File: src/rtl/chu_btn_event_core.sv
// chu_btn_event_core: FPro MMIO slot that debounces the five board pushbuttons,
// turns every debounced press (and optionally release) into a timestamped event
// and queues the events in a small FIFO that the processor drains over the slot bus.
module chu_btn_event_core #(
  parameter int DB_CYCLES  = 2_000_000,
  parameter int TICK_DIV   = 100_000,
  parameter int FIFO_DEPTH = 8
) (
  input  logic        clk,
  input  logic        reset,
  input  logic        cs,
  input  logic        read,
  input  logic        write,
  input  logic [4:0]  addr,
  input  logic [31:0] wr_data,
  output logic [31:0] rd_data,
  input  logic [4:0]  btn
);

  localparam int NBTN = 5;
  localparam int DBW  = (DB_CYCLES > 1) ? $clog2(DB_CYCLES) : 1;
  localparam int PSW  = (TICK_DIV > 1) ? $clog2(TICK_DIV) : 1;
  localparam int AW   = (FIFO_DEPTH > 1) ? $clog2(FIFO_DEPTH) : 1;
  localparam int CW   = AW + 1;

  localparam logic [DBW-1:0] DB_LAST = DBW'(DB_CYCLES - 1);
  localparam logic [PSW-1:0] PS_LAST = PSW'(TICK_DIV - 1);
  localparam logic [CW-1:0]  DEPTH   = CW'(FIFO_DEPTH);

  localparam logic [4:0] ADDR_STATUS = 5'd0;
  localparam logic [4:0] ADDR_HEAD   = 5'd1;
  localparam logic [4:0] ADDR_POP    = 5'd2;
  localparam logic [4:0] ADDR_CTRL   = 5'd3;
  localparam logic [4:0] ADDR_LEVELS = 5'd4;

  // The read strobe and the upper write-data bits carry no meaning for this slot.
  logic unused_bits;
  assign unused_bits = &{1'b0, read, wr_data[31:3]};

  // ---------------------------------------------------------------------------
  // Input synchronisation and debounce
  // ---------------------------------------------------------------------------
  logic [NBTN-1:0]           btn_meta;
  logic [NBTN-1:0]           btn_sync;
  logic [NBTN-1:0]           stable;
  logic [NBTN-1:0]           armed;
  logic [NBTN-1:0][DBW-1:0]  db_cnt;
  logic [NBTN-1:0]           db_fire;
  logic [NBTN-1:0]           raise;
  logic                      rel_en;

  // Two-flop synchroniser, left unreset so it keeps tracking the pins during reset.
  always_ff @(posedge clk) begin
    btn_meta <= btn;
    btn_sync <= btn_meta;
  end

  // A button's debounced level flips once its synced value has differed for DB_CYCLES cycles.
  always_comb begin
    db_fire = '0;
    for (int i = 0; i < NBTN; i++) begin
      db_fire[i] = (btn_sync[i] != stable[i]) && (db_cnt[i] == DB_LAST);
    end
  end

  // Events are only reported from buttons seen released since reset, and releases only when enabled.
  assign raise = db_fire & armed & (btn_sync | {NBTN{rel_en}});

  // Per-button debounce counters, stable levels and the "seen released since reset" flags.
  always_ff @(posedge clk) begin
    if (reset) begin
      stable <= '0;
      armed  <= '0;
      db_cnt <= '0;
    end else begin
      for (int i = 0; i < NBTN; i++) begin
        if (btn_sync[i] == stable[i]) begin
          db_cnt[i] <= '0;
        end else if (db_fire[i]) begin
          db_cnt[i] <= '0;
          stable[i] <= btn_sync[i];
        end else begin
          db_cnt[i] <= db_cnt[i] + DBW'(1);
        end
        if (!btn_sync[i] && !stable[i]) begin
          armed[i] <= 1'b1;
        end
      end
    end
  end

  // ---------------------------------------------------------------------------
  // Timestamp
  // ---------------------------------------------------------------------------
  logic [PSW-1:0] presc;
  logic [15:0]    tick_cnt;

  // Prescaler divides clk down to the timestamp tick; the 16-bit tick counter wraps freely.
  always_ff @(posedge clk) begin
    if (reset) begin
      presc    <= '0;
      tick_cnt <= '0;
    end else if (presc == PS_LAST) begin
      presc    <= '0;
      tick_cnt <= tick_cnt + 16'd1;
    end else begin
      presc <= presc + PSW'(1);
    end
  end

  // ---------------------------------------------------------------------------
  // Bus decode
  // ---------------------------------------------------------------------------
  logic wr_en;
  logic pop_req;
  logic ctrl_wr;
  logic flush;
  logic ovf_clr;

  assign wr_en   = cs & write;
  assign pop_req = wr_en && (addr == ADDR_POP);
  assign ctrl_wr = wr_en && (addr == ADDR_CTRL);
  assign flush   = ctrl_wr && wr_data[2];
  assign ovf_clr = ctrl_wr && wr_data[1];

  // ---------------------------------------------------------------------------
  // Pending events and push arbiter
  // ---------------------------------------------------------------------------
  logic [NBTN-1:0] pending;
  logic [NBTN-1:0] pend_type;
  logic            push_req;
  logic [2:0]      push_idx;
  logic            push_type;
  logic [31:0]     event_word;

  // Lowest-numbered pending button wins the single push slot of this cycle.
  always_comb begin
    push_req  = 1'b0;
    push_idx  = 3'd0;
    push_type = 1'b0;
    for (int i = NBTN - 1; i >= 0; i--) begin
      if (pending[i]) begin
        push_req  = 1'b1;
        push_idx  = 3'(i);
        push_type = pend_type[i];
      end
    end
  end

  assign event_word = {tick_cnt, 12'd0, push_type, push_idx};

  // A pending bit drops when its event is offered to the FIFO, whether or not it fits.
  always_ff @(posedge clk) begin
    if (reset || flush) begin
      pending   <= '0;
      pend_type <= '0;
    end else begin
      for (int i = 0; i < NBTN; i++) begin
        if (push_req && (push_idx == 3'(i))) begin
          pending[i] <= 1'b0;
        end
        if (raise[i]) begin
          pending[i]   <= 1'b1;
          pend_type[i] <= btn_sync[i];
        end
      end
    end
  end

  // ---------------------------------------------------------------------------
  // Event FIFO
  // ---------------------------------------------------------------------------
  logic [31:0]   fifo_mem [FIFO_DEPTH];
  logic [AW-1:0] wr_ptr;
  logic [AW-1:0] rd_ptr;
  logic [CW-1:0] fifo_count;
  logic          fifo_empty;
  logic          fifo_full;
  logic          pop_ok;
  logic          push_ok;
  logic          push_drop;
  logic          overflow;

  assign fifo_empty = (fifo_count == '0);
  assign fifo_full  = (fifo_count == DEPTH);
  assign pop_ok     = pop_req && !fifo_empty && !flush;
  assign push_ok    = push_req && !flush && (!fifo_full || pop_ok);
  assign push_drop  = push_req && !flush && fifo_full && !pop_ok;

  // Event storage; stale contents are never visible because the head read is masked when empty.
  always_ff @(posedge clk) begin
    if (push_ok) begin
      fifo_mem[wr_ptr] <= event_word;
    end
  end

  // Pointers and occupancy; a flush empties the queue and overrides any push or pop.
  always_ff @(posedge clk) begin
    if (reset || flush) begin
      wr_ptr     <= '0;
      rd_ptr     <= '0;
      fifo_count <= '0;
    end else begin
      if (push_ok) begin
        wr_ptr <= wr_ptr + AW'(1);
      end
      if (pop_ok) begin
        rd_ptr <= rd_ptr + AW'(1);
      end
      case ({push_ok, pop_ok})
        2'b10:   fifo_count <= fifo_count + CW'(1);
        2'b01:   fifo_count <= fifo_count - CW'(1);
        default: fifo_count <= fifo_count;
      endcase
    end
  end

  // Control register: stored release enable and the sticky overflow flag.
  always_ff @(posedge clk) begin
    if (reset) begin
      rel_en   <= 1'b0;
      overflow <= 1'b0;
    end else begin
      if (ctrl_wr) begin
        rel_en <= wr_data[0];
      end
      if (push_drop) begin
        overflow <= 1'b1;
      end else if (ovf_clr) begin
        overflow <= 1'b0;
      end
    end
  end

  // ---------------------------------------------------------------------------
  // Read mux
  // ---------------------------------------------------------------------------
  logic [3:0] status_cnt;
  assign status_cnt = 4'(fifo_count);

  // Register read-back is purely combinational on the word address.
  always_comb begin
    rd_data = 32'd0;
    case (addr)
      ADDR_STATUS: rd_data = {23'd0, overflow, 2'b00, fifo_full, fifo_empty, status_cnt};
      ADDR_HEAD:   rd_data = fifo_empty ? 32'd0 : fifo_mem[rd_ptr];
      ADDR_CTRL:   rd_data = {31'd0, rel_en};
      ADDR_LEVELS: rd_data = {27'd0, stable};
      default:     rd_data = 32'd0;
    endcase
  end

endmodule
File: config.mk
export PLATFORM = sky130hd
export DESIGN_NAME = chu_btn_event_core
export DESIGN_NICKNAME = d
export VERILOG_FILES = /design/src/rtl/chu_btn_event_core.sv
export SDC_FILE = /design/constraint.sdc
export NUM_CORES = 1
export LEC_CHECK = 0
export CORE_MARGIN = 2
export CORE_UTILIZATION = 64
export DETAILED_ROUTE_END_ITERATION = 16
export GPL_TIMING_DRIVEN = 0
export MAX_ROUTING_LAYER = met4
export PLACE_DENSITY = 0.85
export SYNTH_ARGS = -nofsm -noshare
export SYNTH_HDL_FRONTEND = slang
export SYNTH_SLANG_ARGS = --single-unit
File: constraint.sdc
create_clock -name clk -period 6.3 [get_ports clk]
set_clock_uncertainty 0.05 [all_clocks]
set_input_delay 0.63 -clock clk [delete_from_list [all_inputs] [get_ports clk]]
set_output_delay 0.63 -clock clk [all_outputs]
set_load 0.005 [all_outputs]
==> metrics.txt <==
status finished, final reports clean; # Max-Cap Violations 0; CP Capture Type output pin; r2r startpoint fifo_count[1]$_SDFFE_PP0P_; antenna cells 0; number of enable flip-flop cells after synthesis 160; Leakage 5.457 nW; most frequent cells in the layout dfxtp_1 (183), edfxtp_1 (160), nor2_1 (136); fin crit period 4.018 ns; commonest non-fill, non-tap cell in the layout dfxtp_1; Least-Margin Pin Slew 1.157 ns; Synth Instances 1254; first-pass GRT wire length 53320 um; postcts setup bufs 0; layout cells sized above 1 12.16%; RSZ-0062 raised after global routing false; sequential share of the synthesized area 57.86%; DRC violations left 0; worst-case clock buffer depth 3; GRT Overall Usage 28.91%; CTS buffer count 36; DR vias 10600; routed length per instance 19.94 um; hpwl dp 21230 um; Synth async-reset ratio 0%; Post-Syn Area 14640 sq um; # setup viols final 0; Synth Flop Type dfxtp_1; final cycle utilization of the critical path 63.77%; Detailed Route WL 33240 um; vias in the first global route 10200; Pwr Total 4.541 mW; FF-to-FF path depth 12; nets@finish 1419; count of pins over their slew limit 0; clock input transition at the sequential cells of the worst setup and hold paths 0.06 ns; Worst Setup EP rd_data[0]; drt first-iter violations 964; syn_area_per_cell 11.67 sq um; grt ovf 0; Yosys warnings 0; Final Wtd Congestion 0.8701; R2R setup slack 3.01 ns; post_cts resized 0; CTS tree built; die width 155.2 um; Slew HR 21.75%; area delta synth->final 14.75%; Data required, critical path 5.62 ns; final instance area 16790 sq um; Crit. Startpoint addr[0]; pwr dens 270.4 nW/um^2; drt pass-1 iters 5; clk_lat worst skew 0.52 ns; antenna violations before repair 0; initial core utilization 64.84%; hold buffers post-CTS 0; Final Hold Fails 0; die area 24090 sq um; H-tree depth 2; Startpoint Class input pin; Filler Cells Inserted 1447; placement-stage cell area 15600 sq um; Core ar. 22570 sq um; CTS Sinks 343; IO Port Bufs 39; largest net degree at the start of global routing 21; Worst Hold Class reg -> reg; RR Endpoint fifo_count[2]$_SDFFE_PP0P_; Die Height 155.2 um; Distinct cells, synth 66; vias per inst 6.356; Yosys reg bits 343; Fmax 248.9 MHz; Crit Path Category in -> out; std cell rows 55; Peak VDD IR 212.1 uV; Worst EP arrival 3.34 ns; ANT nets after route 0; CP max FO 10; # IOs 79; CTS Root Cell clkbuf_16
==> worst min path at each step <==
| stage | start | end | slack (ns) | cells past startpoint |
|---|---|---|---|---|
| after detailed placement | btn_meta[1]$_DFF_P_ | btn_sync[1]$_DFF_P_ | 0.27 | 0 |
| after global routing | btn_meta[2]$_DFF_P_ | btn_sync[2]$_DFF_P_ | 0.29 | 0 |
| after CTS | btn_meta[1]$_DFF_P_ | btn_sync[1]$_DFF_P_ | 0.28 | 0 |
| after floorplan | btn_meta[0]$_DFF_P_ | btn_sync[0]$_DFF_P_ | 0.26 | 0 |
| after global placement | btn_meta[0]$_DFF_P_ | btn_sync[0]$_DFF_P_ | 0.27 | 0 |
| final | btn_meta[1]$_DFF_P_ | btn_sync[1]$_DFF_P_ | 0.28 | 0 |
==> cells in the mapped netlist (19+ instances only) <==
| cell type | number | share of area [%] |
|---|---|---|
| a21oi_1 | 58 | 2.0 |
| and3_1 | 20 | 0.85 |
| clkbuf_1 | 35 | 0.90 |
| dfxtp_1 | 183 | 25 |
| edfxtp_1 | 160 | 33 |
| inv_1 | 41 | 1.1 |
| mux2i_1 | 26 | 1.8 |
| mux4_2 | 40 | 6.2 |
| nand2_1 | 57 | 1.5 |
| nand3_1 | 59 | 2.0 |
| nand4_1 | 45 | 1.9 |
| nor2_1 | 136 | 3.5 |
| nor3_1 | 21 | 0.72 |
| nor4_1 | 24 | 1.0 |
| o21ai_0 | 36 | 1.2 |
| o31ai_1 | 19 | 0.97 |
| or3_1 | 23 | 0.98 |
| or4_1 | 21 | 1.1 |
| xnor2_1 | 34 | 2.0 |
| xor2_1 | 44 | 2.6 |
==> flip-flops by register name, indices dropped and copies added (netlist names), named ones only <==
name,flops
fifo_count,4
pending,5
stable,5
fifo_mem,160
armed,5
btn_sync,5
tick_cnt,16
wr_ptr,3
rd_ptr,3
btn_meta,5
pend_type,5
rel_en,1
db_cnt,105
overflow,1
presc,17
==> power breakdown <==
part           internal, mW  total [mW]  switching [mW]
Combinational        0.0269      0.0706          0.0437
Clock                  1.28        2.14           0.860
Sequential             2.32        2.33         0.00989
==> through the flow <==
step | TNS (ns) | hold slack (ns) | cells | utilization (%) | worst slack, ns
after floorplan | 0 | 0.2596 | 1262 | - | 1.914
after global placement | -18.11 | 0.2651 | 1586 | 68.28 | -0.2809
after detailed placement | 0 | 0.2705 | 1602 | 69.11 | 2.109
after CTS | 0 | 0.2842 | 1667 | 74.40 | 2.417
after global routing | 0 | 0.2900 | 1667 | 74.40 | 2.132
final | 0 | 0.2804 | 1667 | 74.40 | 2.282
==> cells by family after synthesis <==
group           Yosys count  synth area share [%]
xor+xnor                 78                 4.668
buf+inv                 105                 3.044
simple gates            480                 17.77
fa+ha+maj                17                 1.453
flops                   343                 57.86
other cells               1               0.02562
compound gates          156                 6.626
mux                      74                 8.549
==> area by class of cell <==
class / instances / area [sq um] / share of cell area, %
multi-input combinational: 814 / 5792 / 34.49
timing repair buffer: 55 / 536.8 / 3.196
buffer: 63 / 287.8 / 1.714
tap: 285 / 356.6 / 2.123
sequential: 343 / 8468 / 50.42
clock inverter: 18 / 201.4 / 1.200
clock buffer: 47 / 993.5 / 5.916
inverter: 42 / 157.7 / 0.9388
==> critical path: stages <==
cell,delay [ns]
clkdlybuf4s50_1,0.55
clkbuf_1,0.45
nor4_1,0.11
and2_1,0.25
a221oi_1,0.55
o21ai_0,0.29
clkdlybuf4s50_1,0.51
==> routing by layer <==
metal | wire length [um] | share of wire, % | track usage (%) | up-vias
met5 | 0 | 0 | - | -
met4 | 949 | 2.9 | 9.786 | 0
met3 | 2443 | 7.3 | 4.513 | 77
met2 | 16760 | 50 | 48.49 | 476
met1 | 13090 | 39 | 36.29 | 5162
li1 | - | - | - | 4880
No activity file was read; power rests on OpenSTA's default activity.
